## src/rtl/fetch_unit.sv

```systemverilog
// IF stage: PC register, single-outstanding imem handshake, redirect/kill tracking, IF/ID register.
// Define FETCH_STATS_EN to add the redirect_count / kill_count statistics outputs.
module fetch_unit #(
  parameter logic [31:0] RESET_PC = 32'h0000_0000,
  parameter int unsigned PC_STEP  = 4
) (
  input  logic        clk,
  input  logic        reset,
  input  logic [1:0]  AddressSelect,
  input  logic        IFID_flush,
  input  logic [31:0] branch_target,
  input  logic [31:0] jump_target,
  input  logic        stall,
  output logic        imem_req,
  output logic [31:0] imem_addr,
  input  logic [31:0] imem_rdata,
  input  logic        imem_ready,
  output logic [31:0] pc_out,
  output logic [31:0] ifid_instr,
  output logic [31:0] ifid_pc4,
  output logic        ifid_valid
`ifdef FETCH_STATS_EN
  ,
  output logic [31:0] redirect_count,
  output logic [31:0] kill_count
`endif
);

  typedef enum logic [1:0] {S_REQ, S_WAIT, S_HOLD} state_t;

  localparam logic [31:0] STEP = 32'(PC_STEP);

  state_t      r_state, w_state_nxt;
  logic [31:0] r_pc, w_pc_nxt;
  logic [31:0] r_instr, w_instr_nxt;
  logic [31:0] r_pc4, w_pc4_nxt;
  logic        r_valid, w_valid_nxt;
  logic [31:0] r_pending, w_pending_nxt;
  logic        r_kill, w_kill_nxt;
  logic [31:0] r_hold, w_hold_nxt;

  logic        w_redirect;
  logic [31:0] w_target;
  logic [31:0] w_pc_step;
  logic [31:0] w_ld_data;
  logic        w_req, w_load, w_bubble, w_discard;

  assign w_redirect = (AddressSelect == 2'b01) | (AddressSelect == 2'b10);
  assign w_target   = (AddressSelect == 2'b01) ? branch_target : jump_target;
  assign w_pc_step  = r_pc + STEP;
  assign w_ld_data  = (r_state == S_HOLD) ? r_hold : imem_rdata;

  always_comb begin
    w_state_nxt   = r_state;
    w_pc_nxt      = r_pc;
    w_pending_nxt = r_pending;
    w_kill_nxt    = r_kill;
    w_hold_nxt    = r_hold;
    w_req         = 1'b0;
    w_load        = 1'b0;
    w_bubble      = 1'b0;
    w_discard     = 1'b0;
    case (r_state)
      S_REQ: begin
        w_req = !stall;
        if (w_redirect) begin
          w_bubble = 1'b1;
          if (!stall && !imem_ready) begin
            // Request already on the bus: keep the address, remember where to go.
            w_state_nxt   = S_WAIT;
            w_pending_nxt = w_target;
            w_kill_nxt    = 1'b1;
          end else begin
            w_pc_nxt  = w_target;
            w_discard = !stall && imem_ready;
          end
        end else if (!stall) begin
          if (imem_ready) begin
            w_load   = 1'b1;
            w_pc_nxt = w_pc_step;
          end else begin
            w_state_nxt = S_WAIT;
            w_bubble    = 1'b1;
          end
        end
      end
      S_WAIT: begin
        w_req = 1'b1;
        if (imem_ready) begin
          if (w_redirect || r_kill) begin
            w_discard   = 1'b1;
            w_bubble    = 1'b1;
            w_pc_nxt    = w_redirect ? w_target : r_pending;
            w_kill_nxt  = 1'b0;
            w_state_nxt = S_REQ;
          end else if (stall) begin
            w_hold_nxt  = imem_rdata;
            w_state_nxt = S_HOLD;
          end else begin
            w_load      = 1'b1;
            w_pc_nxt    = w_pc_step;
            w_state_nxt = S_REQ;
          end
        end else if (w_redirect) begin
          w_pending_nxt = w_target;
          w_kill_nxt    = 1'b1;
          w_bubble      = 1'b1;
        end else begin
          w_bubble = !stall;
        end
      end
      S_HOLD: begin
        if (w_redirect) begin
          w_discard   = 1'b1;
          w_bubble    = 1'b1;
          w_pc_nxt    = w_target;
          w_state_nxt = S_REQ;
        end else if (!stall) begin
          w_load      = 1'b1;
          w_pc_nxt    = w_pc_step;
          w_state_nxt = S_REQ;
        end
      end
      default: w_state_nxt = S_REQ;
    endcase
  end

  // IF/ID update: a flush bubbles even a held or freshly loaded word.
  always_comb begin
    w_instr_nxt = r_instr;
    w_pc4_nxt   = r_pc4;
    w_valid_nxt = r_valid;
    if (w_bubble || IFID_flush) begin
      w_instr_nxt = 32'h0;
      w_valid_nxt = 1'b0;
    end else if (w_load) begin
      w_instr_nxt = w_ld_data;
      w_pc4_nxt   = w_pc_step;
      w_valid_nxt = 1'b1;
    end
  end

  always_ff @(posedge clk) begin
    if (reset) begin
      r_state   <= S_REQ;
      r_pc      <= RESET_PC;
      r_instr   <= 32'h0;
      r_pc4     <= 32'h0;
      r_valid   <= 1'b0;
      r_pending <= 32'h0;
      r_kill    <= 1'b0;
      r_hold    <= 32'h0;
    end else begin
      r_state   <= w_state_nxt;
      r_pc      <= w_pc_nxt;
      r_instr   <= w_instr_nxt;
      r_pc4     <= w_pc4_nxt;
      r_valid   <= w_valid_nxt;
      r_pending <= w_pending_nxt;
      r_kill    <= w_kill_nxt;
      r_hold    <= w_hold_nxt;
    end
  end

`ifdef FETCH_STATS_EN
  logic [31:0] r_redirect_cnt, r_kill_cnt;
  always_ff @(posedge clk) begin
    if (reset) begin
      r_redirect_cnt <= 32'h0;
      r_kill_cnt     <= 32'h0;
    end else begin
      if (w_redirect) r_redirect_cnt <= r_redirect_cnt + 32'h1;
      if (w_discard)  r_kill_cnt     <= r_kill_cnt + 32'h1;
    end
  end
  assign redirect_count = r_redirect_cnt;
  assign kill_count     = r_kill_cnt;
`endif

  assign imem_req   = w_req;
  assign imem_addr  = r_pc;
  assign pc_out     = r_pc;
  assign ifid_instr = r_instr;
  assign ifid_pc4   = r_pc4;
  assign ifid_valid = r_valid;

endmodule
```

## config.mk

```make
export PLATFORM = sky130hd
export DESIGN_NAME = fetch_unit
export DESIGN_NICKNAME = d
export VERILOG_FILES = /design/src/rtl/fetch_unit.sv
export SDC_FILE = /design/constraint.sdc
export NUM_CORES = 1
export LEC_CHECK = 0
export CAP_MARGIN = 20
export CELL_PAD_IN_SITES_DETAIL_PLACEMENT = 0
export CELL_PAD_IN_SITES_GLOBAL_PLACEMENT = 1
export CORE_MARGIN = 1.5
export CORE_UTILIZATION = 38
export CTS_BUF_LIST = sky130_fd_sc_hd__clkbuf_8
export DETAILED_ROUTE_END_ITERATION = 6
export HOLD_SLACK_MARGIN = 0.06
export MAX_ROUTING_LAYER = met4
export PLACE_DENSITY = 0.92
export SYNTH_ARGS = -nofsm -noshare
export SYNTH_HDL_FRONTEND = slang
export SYNTH_SLANG_ARGS = --single-unit
export TNS_END_PERCENT = 50
```

## constraint.sdc

```tcl
create_clock -name clk -period 2.9 [get_ports clk]
set_clock_uncertainty 0.2 [all_clocks]
set_input_delay 0.58 -clock clk [delete_from_list [all_inputs] [get_ports clk]]
set_output_delay 0.58 -clock clk [all_outputs]
set_load 0.005 [all_outputs]
```

Yosys cells after proc, flatten, opt, wreduce, memory -nomap -nowiden:

Cells that the tools add are included.

* bits in registers: 164
* output and inout port bits: 130
* word-level logic and storage cells: 92

* add/sub/neg operators: 1
* equality and inequality tests: 16
* multiplexer cells: 49
* bitwise gates (word level): 3
* reduce and logical (&&, ||, !) cells: 15

Operators with widths (number)
* 32-bit two-way mux: 14
* 32-bit one-hot mux with 3 select lines: 1
* 32-bit one-hot mux with 2 select lines: 1
* 32-bit by 3-bit adder with 32-bit output, second input constant: 1
* 3-bit inequality test, second input constant: 8
* 1-bit two-way mux: 19
* 2-bit two-way mux: 9
* 5-bit AND reduction: 3
* 2-bit inequality test, second input constant: 4
* 4-bit AND reduction: 2
* 1-bit one-hot mux with 3 select lines: 2
* 2-bit one-hot mux with 3 select lines: 1
* 2-bit by 1-bit equality test with 1-bit output, second input constant: 2
* 2-bit equality test, second input constant: 2
* 1-bit one-hot mux with 2 select lines: 2
* 3-bit nonzero test: 1
* 1-bit logical NOT: 2
* 2-bit logical NOT: 1
* 1-bit logical OR: 2
* 1-bit inverter: 2
* 2-bit AND reduction: 1
* 2-bit nonzero test: 1
* 2-bit OR reduction: 1
* 1-bit logical AND: 1
* 1-bit OR: 1

Depth between registers and ports, before layout:

Gate-level depths: netlist of run 1.

* depth after elaboration: 9
* depth in mapped cells: 11
* gate-level depth less buffers: 8

Least setup slack after synthesis of run 1:

No wires, ideal clock.

* path type: input to register
* from: in AddressSelect[1]
* to: reg r_pc[22] (netlist: imem_addr[22])
* arrival: 2.338 ns
* slack: 0.231 ns
* stages on the path: 10
* cell sequence: inv_1 > ha_1 > and2_1 > o21ai_1 > and3_1 > clkbuf_1 > buf_2 > o21ai_0 > nand3_1 > o41ai_1

* longest elaborated chain between the ends: 6
* elaborated cells between the ends (all ways): 16
* those cells by class: eq/ne (5); mux (8); bitwise (1); reduce/logical (2)

Ends and longest elaborated chain
* from (decl): RTL line 9 `input logic [1:0] AddressSelect,`
* 2-bit by 1-bit equality test with 1-bit output or 2-bit equality test (tied branches): RTL line 48, 49
* 32-bit two-way mux or 1-bit OR (tied branches): RTL line 49, 48
* 32-bit two-way mux or 1-bit logical OR (tied branches)
* 32-bit two-way mux: RTL line 90 `if (w_redirect || r_kill) begin`
* 32-bit two-way mux: RTL line 89 `if (imem_ready) begin`
* 32-bit one-hot mux with 3 select lines: RTL line 63 `case (r_state)`
* to (signal assigned): RTL line 155 `r_pc <= w_pc_nxt;`
* to (decl): RTL line 34 `logic [31:0] r_pc, w_pc_nxt;`

Several ways; a longest one is shown, not always the timed one. The select of a mux whose other input is x is not followed.
A chain may end at the register's enable or synchronous reset.

Worst setup path after layout of run 1:

* from: in stall
* to: out imem_req

* longest elaborated chain between the ends: 2

Ends and longest elaborated chain
* from (decl): RTL line 13 `input logic stall,`
* 1-bit logical NOT
* 1-bit one-hot mux with 2 select lines: RTL line 63
* to (decl): RTL line 14 `output logic imem_req,`

Every way passes these cells.

==> results of run 1 <==
-- metrics by stage --
stage / instances / hold WS [ps]
final: 1859 / 260
after global routing: 1858 / 278
after CTS: 1858 / 262
after detailed placement: 1826 / 246
after global placement: 1826 / 241
after floorplan: 1246 / 236
-- routing by layer --
metal | share of wire, % | GRT usage, % | vias to the layer above
li1 | - | - | 5005
met3 | 11 | 8.63 | 44
met4 | 1.6 | 6.40 | 0
met5 | 0 | - | -
met2 | 42 | 39.2 | 564
met1 | 45 | 40.3 | 4836
-- how the worst min path moves through the flow --
stage	startpoint	endpoint	cells past startpoint	slack [ps]
floorplan	r_hold[0]$_SDFFE_PP0P_	r_hold[0]$_SDFFE_PP0P_	2	240
global placement	r_hold[28]$_SDFFE_PP0P_	r_hold[28]$_SDFFE_PP0P_	2	240
detailed placement	r_hold[6]$_SDFFE_PP0P_	r_hold[6]$_SDFFE_PP0P_	2	250
CTS	r_hold[11]$_SDFFE_PP0P_	r_hold[11]$_SDFFE_PP0P_	2	260
global route	r_hold[30]$_SDFFE_PP0P_	r_hold[30]$_SDFFE_PP0P_	2	280
finish	r_hold[8]$_SDFFE_PP0P_	r_hold[8]$_SDFFE_PP0P_	2	260
-- cells in the final DEF, fill, tap and decap left out, types with 4 or more instances in the layout --
master | netlist | layout
clkdlybuf4s50_1 | 0 | 231
dfxtp_1 | 164 | 164
nor2_1 | 158 | 158
buf_4 | 43 | 157
nand2_1 | 133 | 133
a211oi_1 | 88 | 88
mux2i_1 | 78 | 78
a21oi_1 | 77 | 77
o21ai_0 | 57 | 56
nand3_1 | 22 | 22
xnor2_1 | 22 | 22
nand4_1 | 20 | 20
nor3_1 | 20 | 20
inv_1 | 18 | 18
clkbuf_8 | 0 | 17
xor2_1 | 15 | 15
a31oi_1 | 15 | 15
mux2_2 | 15 | 15
and2_1 | 13 | 13
o22ai_1 | 12 | 12
buf_12 | 0 | 12
nand2b_1 | 10 | 10
nor4_1 | 9 | 9
a311oi_1 | 9 | 9
o211ai_1 | 9 | 9
and3_1 | 8 | 8
a21o_1 | 7 | 7
nor2b_1 | 6 | 6
a221oi_1 | 6 | 6
or3_1 | 6 | 6
o221ai_1 | 6 | 6
o21ai_1 | 4 | 5
o31ai_1 | 5 | 5
o2111ai_1 | 5 | 5
a22oi_1 | 5 | 5
clkinv_8 | 0 | 5
and4_1 | 4 | 4
a211o_1 | 4 | 4
o21a_1 | 4 | 4
a221o_1 | 4 | 4
-- timing repair --
item,4_1_cts,5_1_grt
resized for setup,0,3
setup buffers,0,0
endpoints found under the setup margin,0,2
hold buffers,0,0
-- power breakdown --
part           total (mW)  switching (mW)  internal (mW)
Sequential           2.61           0.199           2.41
Combinational        2.75            1.44           1.31
Clock                1.75            1.09          0.663
-- cell type report --
type / instances / area share [%]
Tap cell: 330 / 3.03
Clock buffer: 17 / 1.72
Clock inverter: 15 / 1.33
Inverter: 19 / 0.523
Sequential cell: 164 / 24.1
Multi-Input combinational cell: 913 / 41.9
Timing Repair Buffer: 400 / 27.4
Antenna cell: 1 / 0.0184
-- flip-flops by register name (all words and copies together), names as in the netlist --
register,count
ifid_instr,32
ifid_pc4,32
imem_addr,32
r_hold,32
r_pending,32
r_state,2
ifid_valid,1
r_kill,1
-- logic make-up (layout without fill, tap and decap cells) --
family	Yosys count	after routing	share of synthesized area, %
AO/OA/AOI/OAI	344	344	23.4
XOR/XNOR	37	37	3.30
adder cells (fa/ha/maj)	6	6	0.765
buffers and inverters	169	451	8.59
flip-flops	164	164	33.5
multiplexers	93	93	9.68
other	0	1	0
AND/OR/NAND/NOR	433	433	20.8
-- worst min-delay path: stages, from the launching register on --
cell and delay (ps):
dfxtp_1 320, nand2_1 50, a21oi_1 50
==> flow_summary_export.csv, run 1 <==
group,metric,value,unit
sta,post-route-period-util,97.3,%
final_layout,area_delta_synth_final,39.0,%
synth,yosysTopAreaCell,"dfxtp_1",
clock_tree,clk_path_buf_depth,2,
worst_setup_path,critical_path.slowest_cell,"clkdlybuf4s50_1",
global_routing,grt_overflow,0,
route,dr.first_iter.drc_count,1296,
route,wirelength,37400,µm
final_layout,multi_input_area,0.00571,mm²
global_routing,antenna_found_initial,0,
synth,synthCells,1246,
synth,yosys_warnings,0,
power,vdd_drop_max,239,µV
sta,finalMaxSlewViolations,0,
global_routing,grt_usage,28.5,%
hold_path,min_path_type,"reg2reg",
synth,synth_flop_cell,"dfxtp_1",
route,ant_nets,0,
floorplan,die_area,0.0268,mm²
worst_setup_path,crit_cells,6,
place,placed_area,0.0132,mm²
place,dp_slack,-369,ps
worst_setup_path,r2r_cells,7,
route,viasPerCell,5.62,
clock_tree,cts_sinks,164,
final_layout,finalInstanceArea,0.0136,mm²
worst_setup_path,cpPeakStageDelay,530,ps
global_routing,grt_pass1_vias,9492,
place,dp_hpwl,28300,µm
sta,min_period,2820,ps
worst_setup_path,path_buf_inv,4,
worst_setup_path,ff2ff_setup_slack,140,ps
sta,hold_viol_final,0,
synth,synth_edf_count,0,
floorplan,num_io_pins,233,
worst_setup_path,start_kind,"input pin",
synth,yosysMostFrequentCell,"dfxtp_1",
clock_tree,cts_made_buffers,17,
clock_tree,clock_latency,490,ps
worst_setup_path,worstSetupEndpointType,"primary output",
place,routabilityCongestion,1.01,
power,power,7.11,mW
synth,synthesis.nets,1355,
sta,setup_slack,77.8,ps
sta,rsz0062_at_grt,"false",
sta,tightest_slew,702,ps
floorplan,rows,58,
route,firstDrtPassIters,6,
clock_tree,path_clk_slew,100,ps
route,wl_per_cell,20.1,µm
worst_setup_path,crit_end,"imem_req",
synth,ys_seq_elements,164,
place,numPortBuffers,232,
synth,synthTopCellsByCount,"164 x dfxtp_1, 158 x nor2_1, 133 x nand2_1",
floorplan,die_h,164,µm
worst_setup_path,crit_chain,"clkdlybuf4s50_1 > buf_4 > inv_1 > nand2_1 > nand2_1 > clkdlybuf4s50_1",
synth,avgSynthCellArea,7.87,µm²
synth,async_flop_share,0,%
synth,synth_cell_type_count,79,
sta,setup_tns,0,ps
run,maxCapViolCount,0,
clock_tree,htree_levels,4,
power,power_density,522,mW/mm²
worst_setup_path,path_max_fanout,5,
final_layout,final-seq-area,0.00328,mm²
worst_setup_path,crit_type,"in2out",
final_layout,layout.nets,1624,
synth,netlist_top_cells_area,"dfxtp_1 33%, mux2i_1 8.0%, a211oi_1 6.7%",
final_layout,utilization,54.0,%
clock_tree,clockRootBuffer,"clkbuf_8",
floorplan,core,0.0253,mm²
worst_setup_path,r2r_end,"imem_addr[26]$_SDFFE_PP0P_",
floorplan,die_width,164,µm
global_routing,grt_max_degree,117,
synth,yosysTopAreaCellShare,33.5,%
worst_setup_path,startpoint,"stall",
sta,setup_violations,0,
power,p_leak,4.73,nW
floorplan,initial_core_util,38.8,%
worst_setup_path,cp_top_family,"buffers and inverters",
worst_setup_path,arrival,2040,ps
sta,fmax,354,MHz
sta,slew_headroom,52.8,%
worst_setup_path,crit_required,2120,ps
worst_setup_path,rr_startpoint,"imem_addr[3]$_SDFFE_PP0P_",
clock_tree,cts_tree,"built",
global_routing,grt_pass1_wl,56400,µm
route,dr_total_vias,10400,
final_layout,fillers,2457,
final_layout,drive_gt1_share,15.7,%
route,drc,0,
synth,ys_seq_area_share,33.5,%
outcome,outcome,"finished clean",
synth,syn-cell-area,0.00981,mm²
Power figures use the tool's default switching activity.
==> run 2: changes to the inputs <==
Settings changed: CORE_MARGIN 1.5 to 2, GPL_TIMING_DRIVEN set to 0.
Clock period 2.9 ns to 2.7 ns, I/O delays scaled along.
==> flow_summary_export.csv, run 2 (synthesis results as in run 1) <==
group,metric,value,unit
route,firstDrtPassIters,5,
route,dr_total_vias,10900,
global_routing,grt_overflow,0,
worst_setup_path,rr_startpoint,"r_state[0]$_SDFFE_PP0P_",
sta,rsz0062_at_grt,"true",
sta,hold_viol_final,0,
worst_setup_path,r2r_cells,11,
clock_tree,cts_sinks,164,
route,dr.first_iter.drc_count,1393,
outcome,violations,"setup timing",
route,ant_nets,0,
global_routing,grt_pass1_vias,9859,
sta,slew_headroom,28.9,%
final_layout,drive_gt1_share,16.6,%
sta,fmax,363,MHz
floorplan,initial_core_util,38.8,%
final_layout,final_common_cell,"clkdlybuf4s50_1",
sta,post-route-period-util,102,%
global_routing,grt_usage,31.6,%
final_layout,layout.nets,1623,
hold_path,min_path_type,"reg2reg",
place,dp.cells,1807,
floorplan,num_io_pins,233,
worst_setup_path,worstSetupEndpointType,"flop",
worst_setup_path,start_kind,"input pin",
floorplan,core,0.0253,mm²
route,wirelength,42200,µm
global_routing,grt_max_degree,20,
floorplan,die_h,165,µm
clock_tree,cts_made_buffers,17,
floorplan,die_width,165,µm
clock_tree,cts_hold_buf,0,
worst_setup_path,ff2ff_setup_slack,10,ps
run,maxCapViolCount,0,
global_routing,antenna_found_initial,1,
route,drc,0,
route,viasPerCell,5.87,
place,numPortBuffers,230,
final_layout,area_delta_synth_final,39.7,%
worst_setup_path,crit_end,"imem_addr[16]$_SDFFE_PP0P_",
place,dp_hpwl,31600,µm
clock_tree,clock_latency,500,ps
power,p_leak,4.66,nW
sta,setup_slack,-58.6,ps
floorplan,rows,58,
worst_setup_path,crit_type,"in2reg",
floorplan,die_area,0.0271,mm²
final_layout,most-common-layout-cells,"229 x clkdlybuf4s50_1, 155 x dfxtp_1, 153 x nor2_1",
clock_tree,htree_levels,4,
global_routing,grt_pass1_wl,62000,µm
clock_tree,cts_tree,"built",
worst_setup_path,cpPeakStageDelay,460,ps
worst_setup_path,crit_required,2940,ps
clock_tree,path_clk_slew,110,ps
worst_setup_path,r2r_end,"imem_addr[4]$_SDFFE_PP0P_",
final_layout,final_cells,1858,
sta,finalMaxSlewViolations,0,
route,wl_per_cell,22.7,µm
worst_setup_path,critical_path.slowest_cell,"clkdlybuf4s50_1",
worst_setup_path,arrival,3000,ps
final_layout,utilization,54.3,%
sta,tightest_slew,1070,ps
outcome,outcome,"finished, violations left",
sta,setup_violations,3,
place,routabilityCongestion,1.03,
power,power_density,578,mW/mm²
worst_setup_path,path_max_fanout,10,
worst_setup_path,crit_chain,"clkdlybuf4s50_1 > inv_1 > ha_4 > nand2_1 > nor2_4 > clkbuf_4 > a22oi_1 > a21oi_2 > o221ai_1 > o21ai_0",
clock_tree,clockRootBuffer,"clkbuf_8",
worst_setup_path,startpoint,"AddressSelect[1]",
sta,min_period,2760,ps
power,vdd_drop_max,345,µV
clock_tree,clk_path_buf_depth,2,
==> run 2: cell count changes in the layout (fill, tap and decap cells not counted), sizes merged <==
cell           before  now
buf               169  103
clkdlybuf4s50     231  229
clkdlybuf4s15       0    2
clkinvlp            2    3
clkbuf             17   82
clkinv              6    7
inv                26   23
bufinv              0    1
==> run 2: worst max-delay path: cells and delay by family <==
family | cells | cell delay [ps]
AND/OR/NAND/NOR | 2 | 600
adder cells (fa/ha/maj) | 1 | 310
buffers and inverters | 3 | 830
AO/OA/AOI/OAI | 4 | 710
==> run 2: layout make-up <==
cell class	count	area (µm²)
repair buffers	256	2520
clock buffers	17	234
multi-input cells	913	6040
fillers	2381	11600
diodes	1	2.50
plain buffers	143	888
well taps	330	413
flip-flops and latches	164	3300
clock inverters	15	204
inverters	19	88.8
==> run 2: worst min-delay path by stage <==
stage	startpoint	to	slack [ps]	depth (start not counted)
2_1_floorplan	r_hold[0]$_SDFFE_PP0P_	r_hold[0]$_SDFFE_PP0P_	240	2
5_1_grt	r_hold[1]$_SDFFE_PP0P_	r_hold[1]$_SDFFE_PP0P_	290	2
4_1_cts	r_hold[14]$_SDFFE_PP0P_	r_hold[14]$_SDFFE_PP0P_	260	2
3_5_place_dp	r_hold[14]$_SDFFE_PP0P_	r_hold[14]$_SDFFE_PP0P_	250	2
3_3_place_gp	r_hold[26]$_SDFFE_PP0P_	r_hold[26]$_SDFFE_PP0P_	240	2
6_report	r_hold[29]$_SDFFE_PP0P_	r_hold[29]$_SDFFE_PP0P_	260	2
==> run 2: where the power goes <==
part           switching [mW]  internal [mW]
logic                    1.71           1.37
clock network            1.21          0.806
registers               0.210           2.60
==> run 2: what timing repair did <==
action | CTS | global route
pin swaps | 7 | 6
resized for setup | 114 | 58
setup endpoints to repair | 157 | 140
setup buffers | 14 | 11
==> run 2: per-stage QoR <==
stage | setup slack [ps] | TNS [ps] | hold slack, ps | area [µm²] | power, mW
global route | -67.8 | -854 | 286 | 13700 | 8.21
floorplan | 70.5 | 0 | 236 | 9810 | 4.30
detailed placement | -1450 | -128690 | 248 | 12500 | 5.58
finish | -58.6 | -148 | 263 | 13700 | 7.92
CTS | -73.4 | -189 | 262 | 13400 | 7.72
global placement | -1490 | -131000 | 242 | 12500 | 5.57
==> run 2: metal layers <==
metal | GRT usage, % | vias to the layer above | share of wire [%]
met5 | - | - | 0
met4 | 10.2 | 0 | 2.9
met3 | 8.14 | 93 | 11
met2 | 45.0 | 675 | 43
met1 | 43.6 | 5150 | 43
li1 | - | 4997 | -
